$ cat config.mk
export PLATFORM = sky130hd
export DESIGN_NAME = logic_shift_unit
export DESIGN_NICKNAME = d
export VERILOG_FILES = /design/src/rtl/logic_shift_unit.sv
export SDC_FILE = /design/constraint.sdc
export NUM_CORES = 1
export LEC_CHECK = 0
export BUFFER_PORTS_ARGS = -buffer_cell sky130_fd_sc_hd__buf_2
export CORE_MARGIN = 2
export CORE_UTILIZATION = 52
export DETAILED_ROUTE_END_ITERATION = 10
export GPL_TIMING_DRIVEN = 0
export PLACE_DENSITY_LB_ADDON = 0.05
export REMOVE_ABC_BUFFERS = 1
export SLEW_MARGIN = 20
export SYNTH_ARGS = -nofsm -noshare
export SYNTH_HDL_FRONTEND = slang
export SYNTH_SLANG_ARGS = --single-unit
$ cat constraint.sdc
create_clock -name CLK -period 2.1 [get_ports CLK]
set_clock_uncertainty 0.15 [all_clocks]
set_input_delay 0.42 -clock CLK [delete_from_list [all_inputs] [get_ports CLK]]
set_output_delay 0.42 -clock CLK [all_outputs]
set_load 0.01 [all_outputs]
$ cat src/rtl/logic_shift_unit.sv
// logic_shift_unit
//   Sequenced 32-bit logic/shift execution stage.
//   - AND/OR/NOR/NOT complete in one cycle.
//   - SLL/SRL shift one bit per cycle, using OP2[4:0] as the shift amount.
//   - The result is registered and offered on a valid/ready handshake.
//
// Ports
//   CLK        system clock (rising edge)
//   RST        asynchronous, active-high reset
//   IN_VALID   request present on OPRN/OP1/OP2
//   IN_READY   unit can accept a request (IDLE)
//   OPRN       000 AND, 001 OR, 010 NOR, 011 NOT(OP1), 100 SLL, 101 SRL, 11x illegal
//   OP1        first operand / value to shift
//   OP2        second operand; OP2[4:0] is the shift amount for shifts
//   OUT_VALID  RESULT/ZERO valid (HOLD)
//   OUT_READY  consumer accepts the result
//   RESULT     registered result
//   ZERO       RESULT == 0
//
// state | meaning
// IDLE  | waiting for a request, IN_READY = 1
// SHIFT | iterative shift in progress, one bit per cycle
// HOLD  | result valid, waiting for OUT_READY
module logic_shift_unit #(
  parameter int DATA_WIDTH = 32
) (
  input  logic                  CLK,
  input  logic                  RST,
  input  logic                  IN_VALID,
  output logic                  IN_READY,
  input  logic [2:0]            OPRN,
  input  logic [DATA_WIDTH-1:0] OP1,
  input  logic [DATA_WIDTH-1:0] OP2,
  output logic                  OUT_VALID,
  input  logic                  OUT_READY,
  output logic [DATA_WIDTH-1:0] RESULT,
  output logic                  ZERO
);

  localparam logic [1:0] ST_IDLE  = 2'd0;
  localparam logic [1:0] ST_SHIFT = 2'd1;
  localparam logic [1:0] ST_HOLD  = 2'd2;

  localparam logic [2:0] OP_AND = 3'b000;
  localparam logic [2:0] OP_OR  = 3'b001;
  localparam logic [2:0] OP_NOR = 3'b010;
  localparam logic [2:0] OP_NOT = 3'b011;
  localparam logic [2:0] OP_SLL = 3'b100;
  localparam logic [2:0] OP_SRL = 3'b101;

  logic [1:0]            state_q, state_d;
  logic [DATA_WIDTH-1:0] result_q, result_d;
  logic [4:0]            cnt_q, cnt_d;
  logic                  dir_left_q, dir_left_d;

  // Gate primitive outputs
  logic [DATA_WIDTH-1:0] and_w, or_w, nor_w, not_w;
  logic [4:0]            shamt_w;

  assign and_w   = OP1 & OP2;
  assign or_w    = OP1 | OP2;
  assign nor_w   = ~(OP1 | OP2);
  assign not_w   = ~OP1;
  assign shamt_w = OP2[4:0];

  always_comb begin
    state_d    = state_q;
    result_d   = result_q;
    cnt_d      = cnt_q;
    dir_left_d = dir_left_q;
    case (state_q)
      ST_IDLE: begin
        if (IN_VALID) begin
          state_d = ST_HOLD;
          case (OPRN)
            OP_AND: result_d = and_w;
            OP_OR:  result_d = or_w;
            OP_NOR: result_d = nor_w;
            OP_NOT: result_d = not_w;
            OP_SLL, OP_SRL: begin
              result_d   = OP1;
              cnt_d      = shamt_w;
              dir_left_d = (OPRN == OP_SLL);
              // A zero shift amount completes immediately with OP1 unchanged
              if (shamt_w != 5'd0) state_d = ST_SHIFT;
            end
            default: result_d = '0;
          endcase
        end
      end
      ST_SHIFT: begin
        if (dir_left_q) result_d = {result_q[DATA_WIDTH-2:0], 1'b0};
        else            result_d = {1'b0, result_q[DATA_WIDTH-1:1]};
        cnt_d = cnt_q - 5'd1;
        if (cnt_q == 5'd1) state_d = ST_HOLD;
      end
      ST_HOLD: begin
        if (OUT_READY) state_d = ST_IDLE;
      end
      default: state_d = ST_IDLE;
    endcase
  end

  always_ff @(posedge CLK or posedge RST) begin
    if (RST) begin
      state_q    <= ST_IDLE;
      result_q   <= '0;
      cnt_q      <= 5'd0;
      dir_left_q <= 1'b0;
    end else begin
      state_q    <= state_d;
      result_q   <= result_d;
      cnt_q      <= cnt_d;
      dir_left_q <= dir_left_d;
    end
  end

  assign IN_READY  = (state_q == ST_IDLE);
  assign OUT_VALID = (state_q == ST_HOLD);
  assign RESULT    = result_q;
  assign ZERO      = (result_q == '0);

endmodule

==> flow_summary_export.csv, run 1 <==
group,metric,value,unit
worst_hold_path,min_path_type,"in -> reg",
routing,ant_nets,0,
cells_and_area,final_cell_mix,"buf_2 (103), o21ai_0 (57), a21oi_1 (40)",
place,placed_area,3900,um^2
timing,hold_violations,0,
routing,vias,3699,
clocking,clockRootBuffer,"clkbuf_8",
critical_path,end_kind,"output port",
place,dp_hpwl,6550,um
pwr,p_switching,0.00214,W
grt,grt_pass1_wl,16800,um
cells_and_area,areaGrowthSynthToFinish,18.9,%
pwr,pwr-share-comb,0.504,
critical_path,startpoint_type,"flip-flop",
pwr,pwr-share-seq,0.376,
flow_run,max_cap_viol_count,0,
routing,drc_errors,0,
yosys,syn-cell-area,3420,um^2
routing,finalWirelength,10100,um
grt,grt_overflow,0,
cells_and_area,fin_util,0.640,
cells_and_area,final_common_cell,"buf_2",
yosys,seq_area_frac_synth,0.293,
yosys,synth_top_area_share,0.293,
floorplanning,coreArea,6350,um^2
timing,worst_pin_slew,0.886,ns
cells_and_area,final_nets,579,
timing,min_period_over_period,0.994,
cells_and_area,multi_input_area,2200,um^2
cells_and_area,drive_gt1_frac,0.266,
place,io_buffers,105,
floorplanning,ios,106,
run_status,outcome,"finished clean",
routing,drt-pass1-iter-count,5,
clocking,cts_buffer_depth,2,
pwr,power.static_leakage,1.74,nW
yosys,yosysWarnings,0,
clocking,htreeDepth,2,
timing,rsz0062_at_grt,"true",
pwr,p_per_area,1140,nW/um^2
grt,track_usage,0.282,
timing,fin_crit,2.09,ns
clocking,cts_sinks,40,
cells_and_area,fill_cells,571,
yosys,synthTopCellsByArea,"dfrtp_1 (29%), mux2i_1 (8.8%), o21ai_0 (8.3%)",
yosys,synth-seq-cells,40,
floorplanning,initial_core_util,0.538,
critical_path,critPathRequiredTime,1.53,ns
yosys,yosysTopAreaCell,"dfrtp_1",
pwr,p_sw_frac,0.463,
grt,grt_pass1_vias,3501,
cells_and_area,register_area,1000,um^2
pwr,p_int,0.00248,W
floorplanning,die_area,7240,um^2
floorplanning,die_y,85.1,um
pwr,vdd_drop_max,882,uV
timing,slew_headroom,0.409,
floorplanning,die_x,85.1,um
timing,finalSetupViolCount,0,
timing,fmax,0.479,GHz
clocking,clkLatencyLatePin,0.30,ns
critical_path,arrival,1.52,ns
cells_and_area,n_antenna_cell,0,
routing,wire_per_inst,17.3,um
grt,grt_max_degree,92,
clocking,clk_pin_slew,0.09,ns
routing,via_per_inst,6.33,
critical_path,critPathMaxFanout,5,
floorplanning,rows,29,
critical_path,path_class,"reg -> out",
yosys,avgSynthCellArea,8.02,um^2
timing,fin_setup_tns,0,ns
grt,grt_antenna_before_repair,0,
place,gp_congestion,0.804,
cells_and_area,final_cell_area,4070,um^2
yosys,synth.distinct_cells,41,
pwr,clkPwrFrac,0.120,
clocking,cts_buffers,5,
timing,slew_violations,0,
clocking,cts_tree,"done",
yosys,synthCells,426,
routing,drtIter0Drc,233,
[power by group through the flow]
stage | clock network, W | logic [W] | registers [W]
floorplan | 0 | 0.00129 | 0.00174
global placement | 0 | 0.00208 | 0.00176
detailed placement | 0 | 0.00228 | 0.00172
CTS | 0.000564 | 0.00233 | 0.00172
global route | 0.000604 | 0.00258 | 0.00181
finish | 0.000555 | 0.00233 | 0.00174
[metal layers]
metal  global-route usage  share of wire  up-vias
met5                    0              0        -
met4               0.0808          0.017        0
met3               0.0321          0.057       13
met2                0.484           0.49      133
met1                0.377           0.43     1760
li1                     -              -     1793
[synthesized netlist by cell type, drive strengths merged]
master and count:
a2111oi 2, nor3 31, a31oi 1, inv 8
a21oi 40, nor4 9, buf 25, a211oi 5
ha 2, o2111ai 29, o21a 1, and2b 1
a31o 1, nand2 35, mux2i 30, o21ai 59
or2 1, nor3b 1, o311a 1, a221oi 2
and3 1, nand4 2, o22ai 1, a221o 1
o41ai 2, nand2b 5, dfrtp 40, nor2 11
clkbuf 15, nor2b 32, a32oi 2, or3 1
o21bai 2, o211ai 27
[critical path: stages (launching register included)]
cell and delay (ns):
dfrtp_1 0.44, nor4_1 0.30, nand4_1 0.18, nor2_1 0.15, buf_2 0.15
[cell type report]
type,count,area share
clock buffer,6,0.0203
clock inverter,2,0.00369
inverter,8,0.00831
multi-input combinational,339,0.540
sequential,40,0.247
tap,77,0.0237
timing repair buffer,111,0.155
timing repair inverter,1,0.00185
[state kept, by name, summed over array words and instances, names as in the netlist]
register and count:
RESULT 32, dir_left_q 1, state_q 2, cnt_q 5
[stage by stage]
stage          hold WS [ns]  std cells  worst slack (ns)  power (W)
2_1_floorplan         0.315        386            0.0289    0.00302
3_3_place_gp          0.339        568            -0.369    0.00384
3_5_place_dp          0.251        571            -0.292    0.00400
4_1_cts               0.263        582            0.0128    0.00462
5_1_grt               0.272        584            -0.117    0.00499
6_report              0.258        584            0.0126    0.00462
[cells by family after synthesis]
logic type | Yosys count | share of synthesized area
buf+inv | 48 | 0.0739
compound gates | 176 | 0.337
flops | 40 | 0.293
mux | 30 | 0.0878
simple gates | 130 | 0.201
fa+ha+maj | 2 | 0.00732
[final timing paths]
kind / from / to / slack, ns / cells after the start
worst min register to register: cnt_q[1] / cnt_q[1] / 0.37 / 2
max in group asynchronous: RST / RESULT[18] / 0.87 / 4
worst max register to register: state_q[0] / RESULT[18] / 0.12 / 4
worst max-delay path: RESULT[10] / ZERO / 0.01 / 4
min in group asynchronous: RST / state_q[1] / 0.48 / 3
worst min-delay path: OUT_READY / state_q[1] / 0.26 / 3
[repair_timing]
item,CTS,global route
pin swaps,1,0
hold buffers,1,0
hold endpoints to repair,13,0
setup buffers,1,1
setup endpoints to repair,33,23
cloned,1,1
gates resized for setup,2,4
No activity file was read; power rests on OpenSTA's default activity.
==> inputs of run 2 (changes only) <==
--- a/config.mk
+++ b/config.mk
@@ -7,7 +7,8 @@
 export LEC_CHECK = 0
 export BUFFER_PORTS_ARGS = -buffer_cell sky130_fd_sc_hd__buf_2
 export CORE_MARGIN = 2
-export CORE_UTILIZATION = 52
+export CORE_UTILIZATION = 54
+export CTS_BUF_LIST = sky130_fd_sc_hd__clkbuf_8
 export DETAILED_ROUTE_END_ITERATION = 10
 export GPL_TIMING_DRIVEN = 0
 export PLACE_DENSITY_LB_ADDON = 0.05
==> flow_summary_export.csv, run 2 (same netlist as run 1, synthesis figures left out) <==
group,metric,value,unit
cells_and_area,fill_cells,526,
floorplanning,die_x,83.6,um
routing,drc_errors,0,
floorplanning,initial_core_util,0.567,
cells_and_area,drive_gt1_frac,0.268,
floorplanning,die_area,6980,um^2
critical_path,end_kind,"output port",
pwr,p_per_area,1140,nW/um^2
place,gp_congestion,0.866,
cells_and_area,final_cell_mix,"buf_2 (103), o21ai_0 (57), a21oi_1 (40)",
routing,wire_per_inst,17.8,um
routing,via_per_inst,6.54,
timing,slew_violations,0,
grt,met3_usage,0.0415,
critical_path,startpoint_type,"flip-flop",
clocking,cts_buffer_depth,2,
clocking,cts_sinks,40,
routing,drtIter0Drc,256,
clocking,cts_tree,"done",
clocking,htreeDepth,2,
clocking,clk_pin_slew,0.08,ns
cells_and_area,final_common_cell,"buf_2",
floorplanning,die_y,83.6,um
cells_and_area,areaGrowthSynthToFinish,19.0,%
timing,worst_pin_slew,0.903,ns
timing,rsz0062_at_grt,"true",
cells_and_area,multi_input_area,2210,um^2
timing,fin_crit,2.06,ns
timing,hold_violations,0,
routing,finalWirelength,10400,um
timing,slew_headroom,0.397,
pwr,power,0.00465,W
grt,met1_usage,0.382,
pwr,vdd_drop_max,707,uV
floorplanning,coreArea,6030,um^2
grt,grt_overflow,0,
worst_hold_path,min_path_type,"in -> reg",
timing,fmax,0.484,GHz
grt,grt_pass1_wl,17000,um
cells_and_area,fin_util,0.675,
timing,min_period_over_period,0.983,
grt,grt_pass1_vias,3573,
flow_run,max_cap_viol_count,0,
run_status,outcome,"finished clean",
critical_path,arrival,1.49,ns
grt,grt_busiest_layer,"met2",
clocking,clkLatencyLatePin,0.30,ns
routing,ant_nets,0,
cells_and_area,final_cells,582,
critical_path,cp_slowest_cell,"dfrtp_1",
grt,grt_util_met2,0.484,
place,placed_cells,569,
clocking,clockRootBuffer,"clkbuf_8",
timing,whs,0.263,ns
critical_path,critPathMaxFanout,5,
place,io_buffers,105,
routing,drt-pass1-iter-count,5,
grt,grt_max_degree,92,
pwr,power.static_leakage,1.75,nW
critical_path,path_class,"reg -> out",
cells_and_area,n_antenna_cell,0,
critical_path,cpPeakStageDelay,0.44,ns
floorplanning,ios,106,
place,dp_hpwl,6670,um
cells_and_area,register_area,1010,um^2
critical_path,critPathRequiredTime,1.53,ns
grt,grt_antenna_before_repair,0,
timing,finalSetupViolCount,0,
cells_and_area,largest_reg_flops,32,
cells_and_area,final_nets,579,
clocking,cts_buffers,5,
floorplanning,rows,28,
critical_path,path_cells,"nor4_2, nand4_1, nor2_1, buf_2",
grt,track_usage,0.289,
routing,vias,3804,
## run 2: changes by cell type in the layout (fill, tap and decap cells not counted)
cell	before	now
nor4_2	3	2
nor4_4	0	1
inv_1	5	7
dfrtp_2	1	4
dfrtp_1	39	36
clkinvlp_4	4	2
## run 2: critical path, delay by kind of cell, from the launching register on
| kind | cells | cell delay, ns |
|---|---|---|
| AND/OR/NAND/NOR | 3 | 0.61 |
| flip-flops | 1 | 0.44 |
| buffers and inverters | 1 | 0.15 |
## run 2: power breakdown
| part | switching, W | total (W) | leakage [nW] | internal, W |
|---|---|---|---|---|
| clock network | 0.000266 | 0.000524 | 0.0538 | 0.000258 |
| logic | 0.00128 | 0.00236 | 1.20 | 0.00109 |
| registers | 0.000624 | 0.00176 | 0.492 | 0.00114 |
| total | 0.00217 | 0.00465 | 1.75 | 0.00248 |
## run 2: repair_timing
item | 4_1_cts | 5_1_grt
setup endpoints to repair | 36 | 13
buffers inserted | 0 | 2
cloned | 1 | 1
pin swaps | 1 | 0
hold buffers | 1 | 0
gates resized for setup | 1 | 9
endpoints found under the hold margin | 12 | 0
## run 2: stage by stage
| step | instance area (um^2) | worst slack (ns) | setup TNS, ns |
|---|---|---|---|
| final | 4070 | 0.0354 | 0 |
| after global routing | 4070 | -0.0247 | -0.0247 |
| after CTS | 4010 | 0.0203 | 0 |
| after detailed placement | 3900 | -0.284 | -4.44 |
| after global placement | 3810 | -0.365 | -6.57 |
| after floorplan | 3200 | 0.0289 | 0 |
## run 2: area by class of cell
| type | instances | share of cell area |
|---|---|---|
| Sequential cell | 40 | 0.247 |
| Timing Repair Buffer | 111 | 0.155 |
| Tap cell | 75 | 0.0231 |
| Clock buffer | 6 | 0.0203 |
| Clock inverter | 2 | 0.00185 |
| Inverter | 8 | 0.00831 |
| Multi-Input combinational cell | 339 | 0.542 |
| Timing Repair inverter | 1 | 0.00185 |
## run 2: layer usage
metal  part of all wire  up-vias
met3              0.064       19
met4              0.018        0
li1                   -     1783
met1               0.43     1849
met5                  0        -
met2               0.48      153
## run 2: worst paths after layout
kind	cells past startpoint	end	start	slack (ns)
max in group asynchronous	4	RESULT[2]	RST	0.89
max reg2reg	4	RESULT[19]	state_q[1]	0.15
min reg2reg	2	cnt_q[1]	cnt_q[1]	0.37
min in group asynchronous	3	dir_left_q	RST	0.46
max	4	ZERO	RESULT[10]	0.04
min	3	state_q[1]	OUT_READY	0.26
